File: src/rtl/seq_divider.sv
`default_nettype none
// ============================================================================
// Module   : seq_divider
// Purpose  : Iterative restoring divider. Produces the quotient and remainder
//            of A / B, one quotient bit per clock, using a start/busy/done
//            handshake so that one division is in flight at a time.
// Revision : 1.0  initial release
// ----------------------------------------------------------------------------
// Parameters
//   WIDTH     operand, quotient and remainder width in bits (>= 2)
// Ports
//   CLK       input   1      system clock, rising-edge active
//   RST       input   1      asynchronous active-low reset
//   START     input   1      request a division (sampled only when idle)
//   A         input   WIDTH  dividend, captured on an accepted START
//   B         input   WIDTH  divisor, captured on an accepted START
//   BUSY      output  1      high while a division is in progress
//   DONE      output  1      one-cycle pulse when Q/R/DIV_ZERO are updated
//   Q         output  WIDTH  quotient (held until the next result)
//   R         output  WIDTH  remainder (held until the next result)
//   DIV_ZERO  output  1      set together with DONE when captured B was 0
// Configuration
//   SEQ_DIVIDER_SIGNED_EN  when defined, A and B are two's complement.
//                          Magnitudes go through the same unsigned core and
//                          the signs are applied when the result is
//                          registered, so latency does not change.
// ============================================================================
module seq_divider #(
  parameter int WIDTH = 8
) (
  input  logic             CLK,
  input  logic             RST,
  input  logic             START,
  input  logic [WIDTH-1:0] A,
  input  logic [WIDTH-1:0] B,
  output logic             BUSY,
  output logic             DONE,
  output logic [WIDTH-1:0] Q,
  output logic [WIDTH-1:0] R,
  output logic             DIV_ZERO
);

  localparam int CW = $clog2(WIDTH + 1);

  localparam logic [1:0] S_IDLE   = 2'd0;
  localparam logic [1:0] S_CALC   = 2'd1;
  localparam logic [1:0] S_FINISH = 2'd2;

  logic [1:0]       state;
  logic [1:0]       state_next;

  // FSM-derived controls
  logic             accept;
  logic             iterate;
  logic             finish;

  // Datapath registers
  logic [WIDTH-1:0] dvd;       // dividend, shifted out MSB-first; becomes quotient
  logic [WIDTH-1:0] dvs;       // captured divisor (magnitude in signed mode)
  logic [WIDTH-1:0] rem;       // partial remainder
  logic [CW-1:0]    cnt;       // iterations still to run
  logic             zero_div;  // captured divisor was zero

  // Operand values loaded into the core on an accepted START
  logic [WIDTH-1:0] a_in;
  logic [WIDTH-1:0] b_in;

  // Per-iteration datapath
  logic [WIDTH:0]   shifted;
  logic [WIDTH+1:0] trial;
  logic             trial_ok;
  logic [WIDTH-1:0] rem_next;

  // Values registered into Q/R when leaving FINISH
  logic [WIDTH-1:0] res_q;
  logic [WIDTH-1:0] res_r;

`ifdef SEQ_DIVIDER_SIGNED_EN
  logic             a_neg;
  logic             b_neg;

  // Two's-complement magnitude; -2^(WIDTH-1) maps to itself, which the
  // unsigned core reads correctly as 2^(WIDTH-1).
  assign a_in = A[WIDTH-1] ? (~A + 1'b1) : A;
  assign b_in = B[WIDTH-1] ? (~B + 1'b1) : B;
`else
  assign a_in = A;
  assign b_in = B;
`endif

  // --------------------------------------------------------------------------
  // FSM: state register
  // --------------------------------------------------------------------------
  always_ff @(posedge CLK or negedge RST) begin
    if (!RST) begin
      state <= S_IDLE;
    end else begin
      state <= state_next;
    end
  end

  // --------------------------------------------------------------------------
  // FSM: next-state logic
  // --------------------------------------------------------------------------
  always_comb begin
    state_next = state;
    case (state)
      S_IDLE: begin
        if (accept) begin
          // A zero divisor skips the iterations entirely.
          state_next = (B == '0) ? S_FINISH : S_CALC;
        end
      end
      S_CALC: begin
        if (cnt == CW'(1)) begin
          state_next = S_FINISH;
        end
      end
      S_FINISH: begin
        state_next = S_IDLE;
      end
      default: begin
        state_next = S_IDLE;
      end
    endcase
  end

  // --------------------------------------------------------------------------
  // FSM: output / control decode
  // --------------------------------------------------------------------------
  always_comb begin
    BUSY    = 1'b0;
    iterate = 1'b0;
    finish  = 1'b0;
    accept  = 1'b0;
    case (state)
      S_IDLE: begin
        // The cycle in which DONE is high is still idle, but a START there
        // is deliberately ignored so that back-to-back issue needs one gap.
        accept = START && !DONE;
      end
      S_CALC: begin
        BUSY    = 1'b1;
        iterate = 1'b1;
      end
      S_FINISH: begin
        BUSY   = 1'b1;
        finish = 1'b1;
      end
      default: begin
        BUSY = 1'b0;
      end
    endcase
  end

  // --------------------------------------------------------------------------
  // One restoring-division step.
  // The shifted remainder is kept at WIDTH+1 bits: with a divisor above
  // 2^(WIDTH-1) the partial remainder can reach WIDTH bits, and dropping its
  // MSB on the shift would corrupt the trial subtraction. The extra top bit
  // of trial is the borrow.
  // --------------------------------------------------------------------------
  assign shifted  = {rem, dvd[WIDTH-1]};
  assign trial    = {1'b0, shifted} - {2'b00, dvs};
  assign trial_ok = !trial[WIDTH+1];
  // Either branch is provably below the divisor, so WIDTH bits suffice.
  assign rem_next = trial_ok ? trial[WIDTH-1:0] : shifted[WIDTH-1:0];

  // --------------------------------------------------------------------------
  // Result formatting
  // --------------------------------------------------------------------------
`ifdef SEQ_DIVIDER_SIGNED_EN
  always_comb begin
    res_q = '1;
    res_r = '0;
    if (zero_div) begin
      // dvd still holds |A|; re-apply the sign to return A itself.
      res_q = '1;
      res_r = a_neg ? (~dvd + 1'b1) : dvd;
    end else begin
      // Truncation toward zero; remainder follows the dividend's sign.
      res_q = (a_neg ^ b_neg) ? (~dvd + 1'b1) : dvd;
      res_r = a_neg ? (~rem + 1'b1) : rem;
    end
  end
`else
  always_comb begin
    res_q = '1;
    res_r = '0;
    if (zero_div) begin
      // No iterations ran, so dvd still holds the captured dividend.
      res_q = '1;
      res_r = dvd;
    end else begin
      res_q = dvd;
      res_r = rem;
    end
  end
`endif

  // --------------------------------------------------------------------------
  // Datapath and result registers
  // --------------------------------------------------------------------------
  always_ff @(posedge CLK or negedge RST) begin
    if (!RST) begin
      dvd      <= '0;
      dvs      <= '0;
      rem      <= '0;
      cnt      <= '0;
      zero_div <= 1'b0;
      DONE     <= 1'b0;
      Q        <= '0;
      R        <= '0;
      DIV_ZERO <= 1'b0;
    end else begin
      DONE <= finish;

      if (accept) begin
        dvd      <= a_in;
        dvs      <= b_in;
        rem      <= '0;
        cnt      <= CW'(WIDTH);
        // Internal flag only; the visible DIV_ZERO keeps the previous
        // result until this operation finishes.
        zero_div <= (B == '0);
      end else if (iterate) begin
        rem <= rem_next;
        dvd <= {dvd[WIDTH-2:0], trial_ok};
        cnt <= cnt - 1'b1;
      end

      if (finish) begin
        Q        <= res_q;
        R        <= res_r;
        DIV_ZERO <= zero_div;
      end
    end
  end

`ifdef SEQ_DIVIDER_SIGNED_EN
  always_ff @(posedge CLK or negedge RST) begin
    if (!RST) begin
      a_neg <= 1'b0;
      b_neg <= 1'b0;
    end else if (accept) begin
      a_neg <= A[WIDTH-1];
      b_neg <= B[WIDTH-1];
    end
  end
`endif

endmodule
`default_nettype wire
File: config.mk
export PLATFORM = sky130hd
export DESIGN_NAME = seq_divider
export DESIGN_NICKNAME = d
export VERILOG_FILES = /design/src/rtl/seq_divider.sv
export SDC_FILE = /design/constraint.sdc
export NUM_CORES = 1
export LEC_CHECK = 0
export CORE_MARGIN = 10
export CORE_UTILIZATION = 54
export DETAILED_ROUTE_END_ITERATION = 8
export PLACE_DENSITY = 0.79
export RECOVER_POWER = 25
export SLEW_MARGIN = 25
export SYNTH_ARGS = -nofsm -noshare
export SYNTH_HDL_FRONTEND = slang
export SYNTH_SLANG_ARGS = --single-unit
File: constraint.sdc
create_clock -name CLK -period 2.7 [get_ports CLK]
set_clock_uncertainty 0.2 [all_clocks]
set_input_delay 0.54 -clock CLK [delete_from_list [all_inputs] [get_ports CLK]]
set_output_delay 0.54 -clock CLK [all_outputs]
set_load 0.005 [all_outputs]
After elaboration in Yosys (flattened, before gate mapping)

Index checks and enable logic that the tools add are counted.

Add/sub/neg operators: 2
Eq/ne operators: 5
Muxes and demuxes: 17
Reductions and logical operators: 8

Operators with widths:

| cell                                                 | number |
|---|---|
| two-way mux 8 bit                                    | 7 |
| subtractor 9 x 8 -> 10 bit                           | 1 |
| logical NOT 8 bit                                    | 1 |
| two-way mux 4 bit                                    | 2 |
| two-way mux 2 bit                                    | 3 |
| equality test 4 x 1 -> 1 bit (second input constant) | 1 |
| two-way mux 1 bit                                    | 4 |
| inequality test 2 bit (second input constant)        | 2 |
| case mux 2 bit (2 select lines)                      | 1 |
| subtractor 4 x 1 -> 4 bit (second input constant)    | 1 |
| equality test 2 x 1 -> 1 bit (second input constant) | 1 |
| equality test 2 bit (second input constant)          | 1 |
| logical NOT 1 bit                                    | 2 |
| logical NOT 2 bit                                    | 1 |
| AND reduction 2 bit                                  | 1 |
| nonzero test 2 bit                                   | 1 |
| OR reduction 2 bit                                   | 1 |
| logical AND 1 bit                                    | 1 |

Flip-flop bits (word level): 49
Input port bits: 19
Word-level logic and storage cells: 42

Longest topological paths before layout

Gate-level depths: netlist of the first run.

Depth in word-level cells: 5
Depth in mapped cells: 9
Mapped depth without buffers: 9

Worst setup path before layout of the first run

No wires, ideal clock.

Path type: flip-flop to flip-flop
From: register rem[3]
To: register rem[0]
Setup time: 0.073 ns
Data arrival time: 1.833 ns
Required time: 2.427 ns
Slack: 0.594 ns
Cell stages (with the launch flop): 7
Path buffers: 0
Cell sequence: dfrtp_1 -> ha_1 -> a21oi_1 -> o221ai_2 -> nor2_4 -> mux2_4 -> a21oi_2

Word-level cells in the longest chain between the ends: 4

RTL lines:

| element                    | line | source |
|---|---|---|
| start, declared            | 60   | `logic [WIDTH-1:0] rem;` |
| start signal, assigned     | 227  | `rem <= rem_next;` |
| subtractor 9 x 8 -> 10 bit | 164  | `assign trial = {1'b0, shifted} - {2'b00, dvs};` |
| two-way mux 8 bit          | 167  | `assign rem_next = trial_ok ? trial[WIDTH-1:0] : shifted[WIDTH-1:0];` |
| two-way mux 8 bit          | 226  | `end else if (iterate) begin` |
| two-way mux 8 bit          | 218  | `if (accept) begin` |

Every way passes these cells. The select of a mux whose other input is x is not followed.
A chain may end at the register's enable or synchronous reset.

Worst setup path after layout of the first run

Ends and elaborated chain as after synthesis.

==> results of run 1 <==
logic make-up after synthesis:
group                      Yosys count
AOI/OAI and AO/OA                   67
xor gates and xnor gates             8
and+or+nand+nor                     81
muxes                               20
adders and majority gates           14
DFF                                 49
buffers and inverters               30
report_power, final:
| part | switching [mW] | leakage (nW) | total (mW) | internal [mW] |
|---|---|---|---|---|
| sequential | 0.233 | 0.599 | 1.31 | 1.07 |
| clock | 0.233 | 0.0585 | 0.535 | 0.302 |
| combinational | 1.13 | 0.688 | 2.11 | 0.978 |
| total | 1.60 | 1.35 | 3.95 | 2.35 |
metrics by stage:
step | total power, mW | instances | cell area [um2]
final | 3.95 | 358 | 3110
after global routing | 4.33 | 358 | 3110
after CTS | 3.98 | 358 | 3110
after detailed placement | 3.43 | 350 | 2990
after global placement | 3.37 | 350 | 2990
after floorplan | 2.76 | 269 | 2580
worst paths after layout:
path                          start  endpoint  slack, ns
min                        DIV_ZERO  DIV_ZERO       0.31
max reg2reg                  rem[3]    rem[0]       0.33
max in group asynchronous       RST      R[0]       1.22
min in group asynchronous       RST  DIV_ZERO       0.35
max                          rem[3]    rem[0]       0.33
min reg2reg                DIV_ZERO  DIV_ZERO       0.31
flip-flops by register name, indices dropped and copies added, names as in the netlist:
signal and flops:
Q 8, R 8, dvd 8, dvs 8
rem 8, cnt 4, state 2, DIV_ZERO 1
DONE 1, zero_div 1
final cells by class:
class                   count  area (um2)
fillers                   379        1580
clock buffers               7        86.3
clock inverters             1        30.0
flip-flops and latches     49        1230
well taps                  54        67.6
multi-input cells         190        1240
repair buffers             42         400
inverters                  15        56.3
cell usage in the layout, fill, tap and decap left out, types with 2 or more instances in the layout:
cell	instances
dfrtp_1	49
ha_1	13
nor3b_1	3
a41oi_1	3
nor4_1	2
a21oi_2	2
nand2_1	29
nand3_1	3
nor2_1	35
a21oi_1	24
inv_1	15
o21ai_0	24
nor2b_1	2
xnor2_1	2
mux2i_1	18
clkbuf_8	6
o211ai_1	2
buf_4	4
xor2_1	6
a211oi_1	6
clkdlybuf4s50_1	36
per-layer routing:
layer	wire length, um	global-route usage	part of all wire
met3	332	0.0374	0.062
met4	81	0.0520	0.015
met2	2360	0.229	0.44
met1	2550	0.185	0.48
met5	0	0	0
==> results.yml, run 1 <==
sta:
  whs_ns: 0.312
  min_period_over_period: 0.876
  finalSetupViolations: 0
  totalNegativeSetupSlack_ns: 0
  tightest_slew_ns: 1.19
  rsz0062_at_grt: "false"
  relSlewSlack: 0.209
  fmax_mhz: 423
  maxSlewViolCount: 0
  final_hold_viol_count: 0
  worst_slack_ns: 0.334
  min_period_ns: 2.37
logic_synthesis:
  synth-compound-area-share: 0.163
  synth_most_common_cell: "dfrtp_1"
  ys_async_sr_fraction: 1.00
  syn_area_per_cell_um2: 9.59
  syn_nets: 302
  synth-seq-area-share: 0.475
  yosysWarningCount: 0
  synth_commonest_cells: "dfrtp_1 (49), nor2_1 (35), nand2_1 (29)"
  synth_top_area_frac: 0.475
  synth_ff_type: "dfrtp_1"
  synth_top_family_by_area: "compound AO/OA/AOI/OAI gates"
  synth_largest_area_cell: "dfrtp_1"
  synth_edf_count: 0
  ys_top_cells_by_area: "dfrtp_1 (48%), mux2i_1 (7.0%), ha_1 (6.3%), nor2_1 (5.1%), a21oi_1 (4.7%)"
  synth_mux_area_frac: 0.0800
  synth-xor-area-share: 0.0272
  ys_ff_latch: 49
  netlist_area_mm2: 0.00258
  synthSimpleGateAreaFrac: 0.140
  syn_inst: 269
  synthDistinctLibCells: 35
  synth-adder-area-share: 0.0708
worst_setup_path:
  crit_type: "flip-flop to flip-flop"
  slowest_delay_ns: 0.44
  required_ns: 2.73
  worst-path-stages: 6
  cp.arrival_ns: 2.40
  cp_num_buf_inv: 0
  path_delay_family: "compound AO/OA/AOI/OAI gates"
  cp-start-kind: "flip-flop"
  crit_path_cell_trace: "ha_1 -> a21oi_1 -> o221ai_2 -> nor2_4 -> mux2_4 -> a21oi_2"
  end_kind: "flip-flop"
  worstRegToRegCells: 6
  critPathMaxFanout: 9
  cp_slowest_cell: "dfrtp_1"
clocking:
  postCtsSetupBuffers: 0
  cts_tree: "done"
  clockRootBuffer: "clkbuf_8"
  cts_sinks: 49
  cts_hold_buf: 0
  clockBufferDepth: 2
  cts_inserted_buffers: 5
  htreeDepth: 2
  path_clk_slew_ns: 0.09
  cts-resized-gates: 0
  clk_latency_ns: 0.30
global_routing:
  antenna_found_initial: 0
  grt_pass1_vias: 1996
  grt_usage: 0.144
  grt_max_degree: 50
  grt_pass1_wl_um: 9180
  grt-ovfl-total: 0
route:
  wl_per_cell_um: 14.9
  drc: 0
  first_pass_iters: 4
  viasPerCell: 5.58
  vias: 1997
  routed_wl_um: 5330
  ant_nets: 0
  dr.first_iter.drc_count: 114
power_and_ir_drop:
  ir_worst_vdd_mv: 0.492
  p_leak_nw: 1.35
  powerDensity_mw_per_mm2: 1270
run:
  cap_violations: 0
place:
  io_buffers: 37
  dpl.hpwl_um: 3920
  gp_congestion: 0.831
  pre_cts_ws_ns: 0.291
layout:
  layout.nets: 336
  area_growth_pct: 20.5
  final_layout_size_suffix_gt1_frac: 0.0691
  fin_util: 0.662
  diodes: 0
floorplanning:
  initial_core_util: 0.550
  die-area_mm2: 0.00794
  design.core.area_mm2: 0.00469
  die_w_um: 89.1
  rows: 25
  die_h_um: 89.1
  ioPinCount: 38
run_status:
  outcome: "finished, final reports clean"
min_path:
  min_path_cells: 1
  hp-class: "flip-flop to flip-flop"
Note: power is estimated with default switching activity, not from simulation.
==> run 2: changes to the inputs <==
--- a/config.mk
+++ b/config.mk
@@ -8,6 +8,7 @@
 export CORE_MARGIN = 10
 export CORE_UTILIZATION = 54
 export DETAILED_ROUTE_END_ITERATION = 8
+export MAX_ROUTING_LAYER = met4
 export PLACE_DENSITY = 0.79
 export RECOVER_POWER = 25
 export SLEW_MARGIN = 25
==> results.yml, run 2 (synthesis gave the netlist of run 1 again) <==
worst_setup_path:
  r2r_slack_ns: 0.33
  cp_slowest_cell: "dfrtp_1"
  r2r_end: "rem[0]"
  critPathMaxFanout: 9
  worstRegToRegCells: 6
  crit_path_cell_trace: "ha_1 -> a21oi_1 -> o221ai_2 -> nor2_4 -> mux2_4 -> a21oi_2"
  slowest_delay_ns: 0.44
  end_kind: "flip-flop"
  cp-start-kind: "flip-flop"
  timing.rr.start: "rem[3]"
  crit_type: "flip-flop to flip-flop"
  required_ns: 2.73
  cp.arrival_ns: 2.40
floorplanning:
  rows: 25
  design.core.area_mm2: 0.00469
  ioPinCount: 38
  initial_core_util: 0.550
  die-area_mm2: 0.00794
  die_w_um: 89.1
  die_h_um: 89.1
sta:
  min_period_ns: 2.37
  rsz0062_at_grt: "false"
  min_period_over_period: 0.877
  totalNegativeSetupSlack_ns: 0
  fmax_mhz: 422
  tightest_slew_ns: 1.19
  finalSetupViolations: 0
  worst_slack_ns: 0.331
  relSlewSlack: 0.207
  final_hold_viol_count: 0
  maxSlewViolCount: 0
clocking:
  htreeDepth: 2
  postCtsSetupBuffers: 0
  cts_inserted_buffers: 5
  clockRootBuffer: "clkbuf_8"
  cts-resized-gates: 0
  clk_latency_ns: 0.30
  path_clk_slew_ns: 0.08
  cts_hold_buf: 0
  clockBufferDepth: 2
  cts_sinks: 49
  cts_tree: "done"
min_path:
  min_from: "DIV_ZERO"
  hp-class: "flip-flop to flip-flop"
  min_path_cells: 1
  holdPathEnd: "DIV_ZERO"
global_routing:
  antenna_found_initial: 0
  grt_pass1_vias: 1995
  grt_max_degree: 50
  grt_pass1_wl_um: 9180
  grt-ovfl-total: 0
  grt_usage: 0.148
run_status:
  outcome: "finished, final reports clean"
layout:
  layout_common_cells: "dfrtp_1 (49), clkdlybuf4s50_1 (36), nor2_1 (35)"
  layout_commonest_cell: "dfrtp_1"
  final_layout_size_suffix_gt1_frac: 0.0691
  area_growth_pct: 20.5
  diodes: 0
  num-fill-cells: 379
  layout.nets: 336
power_and_ir_drop:
  powerDensity_mw_per_mm2: 1270
  p_total_mw: 3.95
  p_leak_nw: 1.35
  ir_worst_vdd_mv: 0.493
run:
  cap_violations: 0
route:
  viasPerCell: 5.55
  drc: 0
  routed_wl_um: 5330
  wl_per_cell_um: 14.9
  ant_nets: 0
  vias: 1986
  dr.first_iter.drc_count: 119
  first_pass_iters: 4
place:
  pre_cts_ws_ns: 0.291
  io_buffers: 37
  gp_congestion: 0.844
  dpl.hpwl_um: 3920
[run 2: cell counts in the layout (fill, tap and decap cells not counted)]
No cell type changed its count.
[run 2: power by group]
part / total [mW] / switching, mW / internal [mW] / leakage (nW)
Sequential: 1.31 / 0.235 / 1.07 / 0.599
Combinational: 2.11 / 1.13 / 0.978 / 0.688
Clock: 0.534 / 0.232 / 0.302 / 0.0585
[run 2: worst max path at each step]
stage / startpoint / end / cells after the start
after floorplan: rem[3] / rem[0] / 6
after global placement: START / dvs[1] / 5
after detailed placement: START / rem[5] / 6
after CTS: rem[3] / rem[0] / 6
after global routing: rem[3] / rem[0] / 6
final: rem[3] / rem[0] / 6
[run 2: critical path: cells and delay by family, from the launching register on]
family          cells  cell delay (ns)
simple gates        1             0.30
mux                 1             0.34
flops               1             0.44
fa+ha+maj           1             0.39
compound gates      3             0.61
[run 2: layout make-up]
type / instances / area (um2) / share of cell area
clock buffer: 7 / 86.3 / 0.0278
clock inverter: 1 / 30.0 / 0.00966
inverter: 15 / 56.3 / 0.0181
multi-input combinational: 190 / 1240 / 0.399
sequential: 49 / 1230 / 0.395
tap: 54 / 67.6 / 0.0217
timing repair buffer: 42 / 400 / 0.129
[run 2: through the flow]
| step | area (um2) | cells | util | hold slack, ns |
|---|---|---|---|---|
| after floorplan | 2580 | 269 | - | 0.0444 |
| after global placement | 2990 | 350 | 0.638 | 0.297 |
| after detailed placement | 2990 | 350 | 0.638 | 0.300 |
| after CTS | 3110 | 358 | 0.663 | 0.143 |
| after global routing | 3110 | 358 | 0.662 | 0.331 |
| final | 3110 | 358 | 0.662 | 0.312 |
[run 2: routing by layer]
layer	wire length, um	track usage
met1	2580	0.185
met2	2390	0.230
met3	286	0.0356
met4	81	0.0520
met5	0	-
